File: src/rtl/core_acc_drain_pkg.sv
// Shared definitions for the accumulator drain block: default widths and
// the helper that sizes the FIFO occupancy counter.
package core_acc_drain_pkg;

    localparam int IDATA_BIT_DEF   = 25;
    localparam int ODATA_BIT_DEF   = 8;
    localparam int SHIFT_WIDTH_DEF = 5;
    localparam int FIFO_DEPTH_DEF  = 4;

    // Occupancy counter must represent 0..depth inclusive.
    function automatic int cnt_width(input int depth);
        return $clog2(depth) + 1;
    endfunction

    // Read/write pointer width; pointers wrap naturally for power-of-2 depths.
    function automatic int ptr_width(input int depth);
        return (depth > 1) ? $clog2(depth) : 1;
    endfunction

endpackage

File: src/rtl/core_acc_drain_fifo.sv
// Show-ahead FIFO for requantized results. The head entry is presented
// combinationally from storage; the read data is forced to zero when empty.
// A push is accepted when not full or when a pop happens on the same edge.
module core_acc_drain_fifo
    import core_acc_drain_pkg::*;
#(
    parameter int DATA_W = ODATA_BIT_DEF,
    parameter int DEPTH  = FIFO_DEPTH_DEF,
    localparam int PW    = ptr_width(DEPTH),
    localparam int CW    = cnt_width(DEPTH)
) (
    input  logic              clk,
    input  logic              rstn,
    input  logic              i_push,
    input  logic [DATA_W-1:0] i_wr_data,
    input  logic              i_pop,
    output logic [DATA_W-1:0] o_rd_data,
    output logic              o_full,
    output logic              o_empty,
    output logic [CW-1:0]     o_count
);

    logic [DATA_W-1:0] r_mem [DEPTH];
    logic [PW-1:0]     r_wr_ptr;
    logic [PW-1:0]     r_rd_ptr;
    logic [CW-1:0]     r_cnt;

    logic w_empty;
    logic w_full;
    logic w_pop;
    logic w_push;

    assign w_empty = (r_cnt == CW'(0));
    assign w_full  = (r_cnt == CW'(DEPTH));
    // A pop on an empty FIFO is ignored.
    assign w_pop   = i_pop && !w_empty;
    // When full, the same-edge pop frees the slot the write lands in.
    assign w_push  = i_push && (!w_full || w_pop);

    // Storage write; contents are not reset because pointers define validity.
    always_ff @(posedge clk) begin
        if (w_push) begin
            r_mem[r_wr_ptr] <= i_wr_data;
        end
    end

    // Pointer and occupancy tracking.
    always_ff @(posedge clk or negedge rstn) begin
        if (!rstn) begin
            r_wr_ptr <= {PW{1'b0}};
            r_rd_ptr <= {PW{1'b0}};
            r_cnt    <= {CW{1'b0}};
        end else begin
            if (w_push) begin
                r_wr_ptr <= r_wr_ptr + PW'(1);
            end
            if (w_pop) begin
                r_rd_ptr <= r_rd_ptr + PW'(1);
            end
            case ({w_push, w_pop})
                2'b10:   r_cnt <= r_cnt + CW'(1);
                2'b01:   r_cnt <= r_cnt - CW'(1);
                default: r_cnt <= r_cnt;
            endcase
        end
    end

    // Show-ahead head presentation, zero while empty.
    always_comb begin
        o_rd_data = {DATA_W{1'b0}};
        if (w_empty) begin
            o_rd_data = {DATA_W{1'b0}};
        end else begin
            o_rd_data = r_mem[r_rd_ptr];
        end
    end

    assign o_full  = w_full;
    assign o_empty = w_empty;
    assign o_count = r_cnt;

endmodule

File: src/rtl/core_acc_drain.sv
// Accumulator drain: rounds, arithmetically shifts and saturates each
// accumulated sum (stage 1), then buffers results in a show-ahead FIFO for a
// consumer with ready/valid handshake. The source cannot be stalled, so a
// result arriving at a full FIFO without a same-cycle pop is dropped and
// flagged. Saturation and drop events are kept in sticky flags.
module core_acc_drain
    import core_acc_drain_pkg::*;
#(
    parameter int IDATA_BIT   = IDATA_BIT_DEF,
    parameter int ODATA_BIT   = ODATA_BIT_DEF,
    parameter int SHIFT_WIDTH = SHIFT_WIDTH_DEF,
    parameter int FIFO_DEPTH  = FIFO_DEPTH_DEF
) (
    input  logic                                clk,
    input  logic                                rstn,
    input  logic [SHIFT_WIDTH-1:0]              cfg_shift,
    input  logic signed [IDATA_BIT-1:0]         idata,
    input  logic                                idata_valid,
    output logic signed [ODATA_BIT-1:0]         odata,
    output logic                                odata_valid,
    input  logic                                odata_ready,
    output logic [cnt_width(FIFO_DEPTH)-1:0]    fifo_cnt,
    output logic                                sat_flag,
    output logic                                ovf_flag,
    input  logic                                err_clr
);

    localparam int EXT_W = IDATA_BIT + 1;
    localparam int CW    = cnt_width(FIFO_DEPTH);

    // Saturation bounds expressed in the extended working width.
    localparam logic signed [EXT_W-1:0] C_MAX =
        EXT_W'((64'sd1 <<< (ODATA_BIT - 1)) - 64'sd1);
    localparam logic signed [EXT_W-1:0] C_MIN = ~C_MAX;
    localparam logic [ODATA_BIT-1:0]    O_MAX = C_MAX[ODATA_BIT-1:0];
    localparam logic [ODATA_BIT-1:0]    O_MIN = C_MIN[ODATA_BIT-1:0];

    logic [EXT_W-1:0]        w_rnd;
    logic signed [EXT_W-1:0] w_ext;
    logic signed [EXT_W-1:0] w_sum;
    logic signed [EXT_W-1:0] w_q;
    logic [ODATA_BIT-1:0]    w_sat_val;
    logic                    w_clamp;

    logic                    r_s1_valid;
    logic [ODATA_BIT-1:0]    r_s1_data;
    logic                    r_s1_sat;
    logic                    r_sat_flag;
    logic                    r_ovf_flag;

    logic [ODATA_BIT-1:0]    w_fifo_data;
    logic                    w_fifo_full;
    logic                    w_fifo_empty;
    logic [CW-1:0]           w_fifo_cnt;
    logic                    w_pop;
    logic                    w_drop;

    // Round-half-up offset: half an output LSB, none when not shifting.
    always_comb begin
        w_rnd = {EXT_W{1'b0}};
        if (cfg_shift != {SHIFT_WIDTH{1'b0}}) begin
            w_rnd = EXT_W'(1) << (cfg_shift - SHIFT_WIDTH'(1));
        end else begin
            w_rnd = {EXT_W{1'b0}};
        end
    end

    // One guard bit above the input keeps the rounding add from wrapping.
    assign w_ext = {idata[IDATA_BIT-1], idata};
    assign w_sum = w_ext + $signed(w_rnd);
    assign w_q   = w_sum >>> cfg_shift;

    // Clamp the shifted value into the signed output range.
    always_comb begin
        w_sat_val = w_q[ODATA_BIT-1:0];
        w_clamp   = 1'b0;
        if (w_q > C_MAX) begin
            w_sat_val = O_MAX;
            w_clamp   = 1'b1;
        end else if (w_q < C_MIN) begin
            w_sat_val = O_MIN;
            w_clamp   = 1'b1;
        end else begin
            w_sat_val = w_q[ODATA_BIT-1:0];
            w_clamp   = 1'b0;
        end
    end

    // Stage-1 register: result captured on the input pulse, valid follows it.
    always_ff @(posedge clk or negedge rstn) begin
        if (!rstn) begin
            r_s1_valid <= 1'b0;
            r_s1_data  <= {ODATA_BIT{1'b0}};
            r_s1_sat   <= 1'b0;
        end else begin
            r_s1_valid <= idata_valid;
            r_s1_sat   <= idata_valid && w_clamp;
            if (idata_valid) begin
                r_s1_data <= w_sat_val;
            end
        end
    end

    assign w_pop  = odata_valid && odata_ready;
    // Result lost: FIFO full and no slot freed on this edge.
    assign w_drop = r_s1_valid && w_fifo_full && !w_pop;

    // Sticky error flags; a set on the same edge wins over a clear.
    always_ff @(posedge clk or negedge rstn) begin
        if (!rstn) begin
            r_sat_flag <= 1'b0;
            r_ovf_flag <= 1'b0;
        end else begin
            if (r_s1_sat) begin
                r_sat_flag <= 1'b1;
            end else if (err_clr) begin
                r_sat_flag <= 1'b0;
            end
            if (w_drop) begin
                r_ovf_flag <= 1'b1;
            end else if (err_clr) begin
                r_ovf_flag <= 1'b0;
            end
        end
    end

    core_acc_drain_fifo #(
        .DATA_W (ODATA_BIT),
        .DEPTH  (FIFO_DEPTH)
    ) u_fifo (
        .clk       (clk),
        .rstn      (rstn),
        .i_push    (r_s1_valid),
        .i_wr_data (r_s1_data),
        .i_pop     (odata_ready),
        .o_rd_data (w_fifo_data),
        .o_full    (w_fifo_full),
        .o_empty   (w_fifo_empty),
        .o_count   (w_fifo_cnt)
    );

    assign odata       = $signed(w_fifo_data);
    assign odata_valid = !w_fifo_empty;
    assign fifo_cnt    = w_fifo_cnt;
    assign sat_flag    = r_sat_flag;
    assign ovf_flag    = r_ovf_flag;

endmodule

File: config.mk
export PLATFORM = sky130hd
export DESIGN_NAME = core_acc_drain
export DESIGN_NICKNAME = d
export VERILOG_FILES = /design/src/rtl/core_acc_drain_pkg.sv /design/src/rtl/core_acc_drain_fifo.sv /design/src/rtl/core_acc_drain.sv
export SDC_FILE = /design/constraint.sdc
export NUM_CORES = 1
export LEC_CHECK = 0
export BUFFER_PORTS_ARGS = -buffer_cell sky130_fd_sc_hd__buf_4
export CAP_MARGIN = 20
export CORE_UTILIZATION = 56
export DETAILED_ROUTE_END_ITERATION = 12
export PLACE_DENSITY = 0.82
export REMOVE_ABC_BUFFERS = 1
export SLEW_MARGIN = 25
export SYNTH_ARGS = -nofsm -noshare
export SYNTH_HDL_FRONTEND = slang
export SYNTH_SLANG_ARGS = --single-unit
export TNS_END_PERCENT = 50
File: constraint.sdc
create_clock -name clk -period 2.1 [get_ports clk]
set_clock_uncertainty 0.05 [all_clocks]
set_input_delay 0.105 -clock clk [delete_from_list [all_inputs] [get_ports clk]]
set_output_delay 0.105 -clock clk [all_outputs]
set_load 0.005 [all_outputs]
==> results of run 1 <==
-- stage by stage --
stage,worst slack (ns),cells,TNS (ns)
CTS,-2.00,1182,-16.16
floorplan,-2.70,717,-22.23
detailed placement,-2.76,1146,-23.26
global placement,-2.63,1146,-21.71
-- cells in the mapped netlist, drive strengths merged, types with 15 or more instances --
library cell,n
inv,19
edfxtp,32
and2,24
o211ai,30
o21ai,53
mux2i,20
nand2,68
nor2,83
dfrtp,19
a21oi,62
ha,30
nand3,20
clkbuf,41
buf,15
nand4,20
a211oi,23
-- cells by family after synthesis --
group | synth area share
DFF | 0.231
xor gates and xnor gates | 0.0254
adders and majority gates | 0.0669
AOI/OAI and AO/OA | 0.302
muxes | 0.0957
buffers and inverters | 0.0470
and+or+nand+nor | 0.231
-- metal layers --
| metal | global-route usage | GRT overflow |
|---|---|---|
| met1 | 0.785 | 0 |
| met2 | 0.955 | 38 |
| met3 | 0.609 | 1 |
| met4 | 0.861 | 46 |
| met5 | 0.238 | 0 |
-- what timing repair did --
item	in CTS
gates resized for setup	156
endpoints found under the hold margin	20
pin swaps	62
setup endpoints to repair	11
hold buffers	2
buffers inserted	27
==> flow_summary.toml, run 1 <==
[yosys]
synth.top_cell.area_share = 0.155
ys_ff_latch = 51
syn-mean-instance-area_um2 = 8.03
ys_warn_count = 0
ys_seq_area_frac = 0.231
async_flop_share = 0.373
synth_edf_count = 32
syn_area_um2 = 6210
ys_top_cells_by_area = "edfxtp_1, dfrtp_1, ha_1"
synthCells = 773
synth_area_leader_cell = "edfxtp_1"
yosysUniqueCellTypes = 77
ys.flop_type = "edfxtp_1"

[cts]
cts_buffers = 5
cts_root_buffer = "clkbuf_8"
clk_path_buf_depth = 2
clock-sinks = 51
htreeDepth = 2

[sta]
worst_endpoint_kind = "register data pin"
worst_endpoint = "r_s1_data[2]$_DFFE_PN0P_/D"

[run_status]
error_line = "[ERROR GRT-0232] Routing congestion too high. Check the congestion heatmap in the GUI."
status = "stopped before the end"
stop_stage = "global routing (5_1_grt)"

[die]
die_y_um = 107
io_pins = 49
placementRows = 38
start_util = 0.573
die_width_um = 107

[place]
placed_area_um2 = 8330
dp_hpwl_mm = 20.1
io_buffers = 48
place_congestion = 1.03

[grt]
grt_max_degree = 31
grt-ovfl-total = 85
grt.total_usage = 0.790
==> run 2: changes to the inputs <==
--- a/config.mk
+++ b/config.mk
@@ -7,9 +7,9 @@
 export LEC_CHECK = 0
 export BUFFER_PORTS_ARGS = -buffer_cell sky130_fd_sc_hd__buf_4
 export CAP_MARGIN = 20
-export CORE_UTILIZATION = 56
+export CORE_UTILIZATION = 40
 export DETAILED_ROUTE_END_ITERATION = 12
-export PLACE_DENSITY = 0.82
+export PLACE_DENSITY_LB_ADDON = 0.15
 export REMOVE_ABC_BUFFERS = 1
 export SLEW_MARGIN = 25
 export SYNTH_ARGS = -nofsm -noshare
==> constraint.sdc (replaced) <==
create_clock -name clk -period 2.75 [get_ports clk]
set_clock_uncertainty 0.05 [all_clocks]
set_input_delay 0.1375 -clock clk [delete_from_list [all_inputs] [get_ports clk]]
set_output_delay 0.1375 -clock clk [all_outputs]
set_load 0.005 [all_outputs]
==> flow_summary.toml, run 2 <==
[worst_setup_path]
crit_start = "cfg_shift[3]"
r2r.worst_path.cells = 9
criticalPathCategory = "input port to flip-flop"
ff2ff_setup_slack_ns = 0.43
cp.arrival_ns = 4.33
cp-end-kind = "flip-flop"
crit_end = "r_s1_data[2]$_DFFE_PN0P_"
rr_startpoint = "u_fifo.o_count[1]$_DFFE_PN0P_"
cp_max_fo = 4
cp-start-kind = "input port"
cp.required_ns = 2.87
path_buf_inv = 3
critical_path.cell_chain = "buf_12 > buf_6 > nor2_4 > nand2_4 > nor2_4 > ha_4 > and2_4 > a221oi_4 > buf_6 > a211oi_4 > or3_4 > and2_4 > mux4_2 > mux2_4 > mux4_2 > or4_4 > o22a_1 > a31o_1"
cp_num_cells = 18
cp_slowest_cell = "or4_4"
slowest_delay_ns = 0.52
critPathTopFamily = "simple AND/OR/NAND/NOR gates"
r2r-end = "u_fifo.o_count[2]$_DFFE_PN0P_"

[pwr]
power_density_nw_per_um2 = 372
finalPower_mw = 3.78
vdd_drop_max_uv = 312
p_leak_nw = 4.18

[layout]
layout.cells.non_filler = 1267
drive_gt1_frac = 0.517
regMostFlops = "u_fifo.r_mem"
final_core_util = 0.668
register_area_um2 = 1440
nNetsFinal = 1145
final_common_cell = "buf_4"
multiInputGateArea_um2 = 5480
largest_register_ffs = 32
mostFrequentLayoutCells = "buf_4, nor2_1, nand2_1"
area_delta_synth_final_pct = 63.7
final.fill_count = 1232
antenna_cells = 0

[yosys]
synth.top_cell.area_share = 0.155
ys_warn_count = 0
synth_commonest_cells = "nor2_1, nand2_1, a21oi_1"
syn-mean-instance-area_um2 = 8.03
yosysUniqueCellTypes = 77
ys_top_cells_by_area = "edfxtp_1, dfrtp_1, ha_1"
syn_area_um2 = 6210
ys.flop_type = "edfxtp_1"
ys_seq_area_frac = 0.231
synthCells = 773
ys_ff_latch = 51
synth.most_common_cell = "nor2_1"
async_flop_share = 0.373
synth_edf_count = 32
synth_area_leader_cell = "edfxtp_1"

[detailed_routing]
vias_per_cell = 6.13
dr.first_iter.drc_count = 760
post_drt_wl_per_cell_um = 20.8
num_vias = 7765
final_antenna_net_count = 0
drt-total-wl_mm = 26.4
first_pass_iters = 5
drc = 0

[die]
die_y_um = 127
io_pins = 49
die_width_um = 127
fp.dieArea_um2 = 16000
core_area_um2 = 15200
start_util = 0.408
placementRows = 45

[grt]
grt.total_usage = 0.313
grt_pass1_wl_mm = 39.2
antenna_found_initial = 0
grt_max_degree = 27
grt-ovfl-total = 0
grt_pass1_vias = 7436

[cts]
worstSkewPairLatency_ns = 0.28
htreeDepth = 2
cts_tree = "done"
cts_root_buffer = "clkbuf_16"
cts_buffers = 5
clk_path_buf_depth = 2
path_clk_slew_ns = 0.06
clock-sinks = 51

[place]
place_congestion = 1.01
dp.cells = 1205
io_buffers = 48
dp_hpwl_mm = 19.6

[sta]
timing.final.crit_share = 1.53
timing.setup.tns_ns = -10.92
setup_ws_ns = -1.46
fin_crit_ns = 4.21
final-setup-viol-count = 8
fmax_ghz = 0.238
hold_viol = 0
tightest_slew_ns = 0.685
rsz0062_at_grt = "yes"
drv_slew = 0
max-slew-margin-rel = 0.532

[run_status]
status = "complete, but fails checks"
failed_checks = "negative setup slack"

[worst_hold_path]
min_path_type = "input port to flip-flop"
hp-start = "idata_valid"

[run]
cap_violations = 0
[run 2: cell counts after synthesis]
Identical to the previous run, type by type.
[run 2: logic make-up (layout without fill, tap and decap cells)]
| family | count (synthesis) | after routing | synth area share |
|---|---|---|---|
| XOR/XNOR | 18 | 18 | 0.0254 |
| AND/OR/NAND/NOR | 289 | 289 | 0.231 |
| multiplexers | 41 | 41 | 0.0957 |
| flip-flops | 51 | 51 | 0.231 |
| AO/OA/AOI/OAI | 267 | 267 | 0.302 |
| adder cells (fa/ha/maj) | 32 | 32 | 0.0669 |
| buffers and inverters | 75 | 381 | 0.0470 |
[run 2: layout make-up]
class / count / share of cell area
flip-flops and latches: 51 / 0.141
multi-input cells: 647 / 0.540
inverters: 19 / 0.00850
clock inverters: 2 / 0.00135
repair buffers: 354 / 0.273
clock buffers: 6 / 0.0127
well taps: 188 / 0.0231
[run 2: worst min-delay path by stage]
stage / to / slack, ns / cells past startpoint
CTS: r_s1_valid$_DFF_PN0_ / 0.05 / 1
global route: r_s1_valid$_DFF_PN0_ / 0.05 / 1
detailed placement: r_s1_data[0]$_DFFE_PN0P_ / -0.01 / 1
floorplan: ovf_flag$_DFFE_PN0P_ / -0.21 / 0
global placement: r_s1_data[1]$_DFFE_PN0P_ / -0.02 / 1
finish: r_s1_valid$_DFF_PN0_ / 0.06 / 1
[run 2: worst reg2reg max path: stages, from the launching register on]
cell	delay [ns]
dfrtp_1	0.42
nor4b_1	0.44
nor2b_1	0.22
inv_1	0.10
ha_1	0.18
inv_1	0.06
fa_1	0.37
xor2_1	0.15
nor2_1	0.11
xor2_1	0.15
[run 2: repair_timing]
item,CTS,global route
hold buffers,1,0
buffers inserted,25,31
pin swaps,55,80
setup endpoints to repair,8,8
gates resized for setup,125,135
hold endpoints to repair,19,0
[run 2: per-stage QoR]
step                setup WS, ns  hold WS (ns)  cell area (um^2)
floorplan                  -2.08        -0.208              5990
global placement           -1.99       -0.0204              8480
detailed placement         -2.04       -0.0113              8480
CTS                        -1.38        0.0466              9300
global route               -1.57        0.0497             10200
finish                     -1.46        0.0572             10200
[run 2: per-layer routing]
| layer | wire, um | GRT usage |
|---|---|---|
| met3 | 1700 | 0.0477 |
| met2 | 12500 | 0.497 |
| met4 | 935 | 0.139 |
| met1 | 11200 | 0.421 |
| met5 | 0 | 0 |
[run 2: power by group]
group | internal [mW] | total [mW] | switching (mW)
combinational | 1.05 | 2.00 | 0.953
clock | 0.338 | 0.595 | 0.258
sequential | 1.02 | 1.18 | 0.162
total | 2.40 | 3.78 | 1.37
No activity file was read; power rests on OpenSTA's default activity.
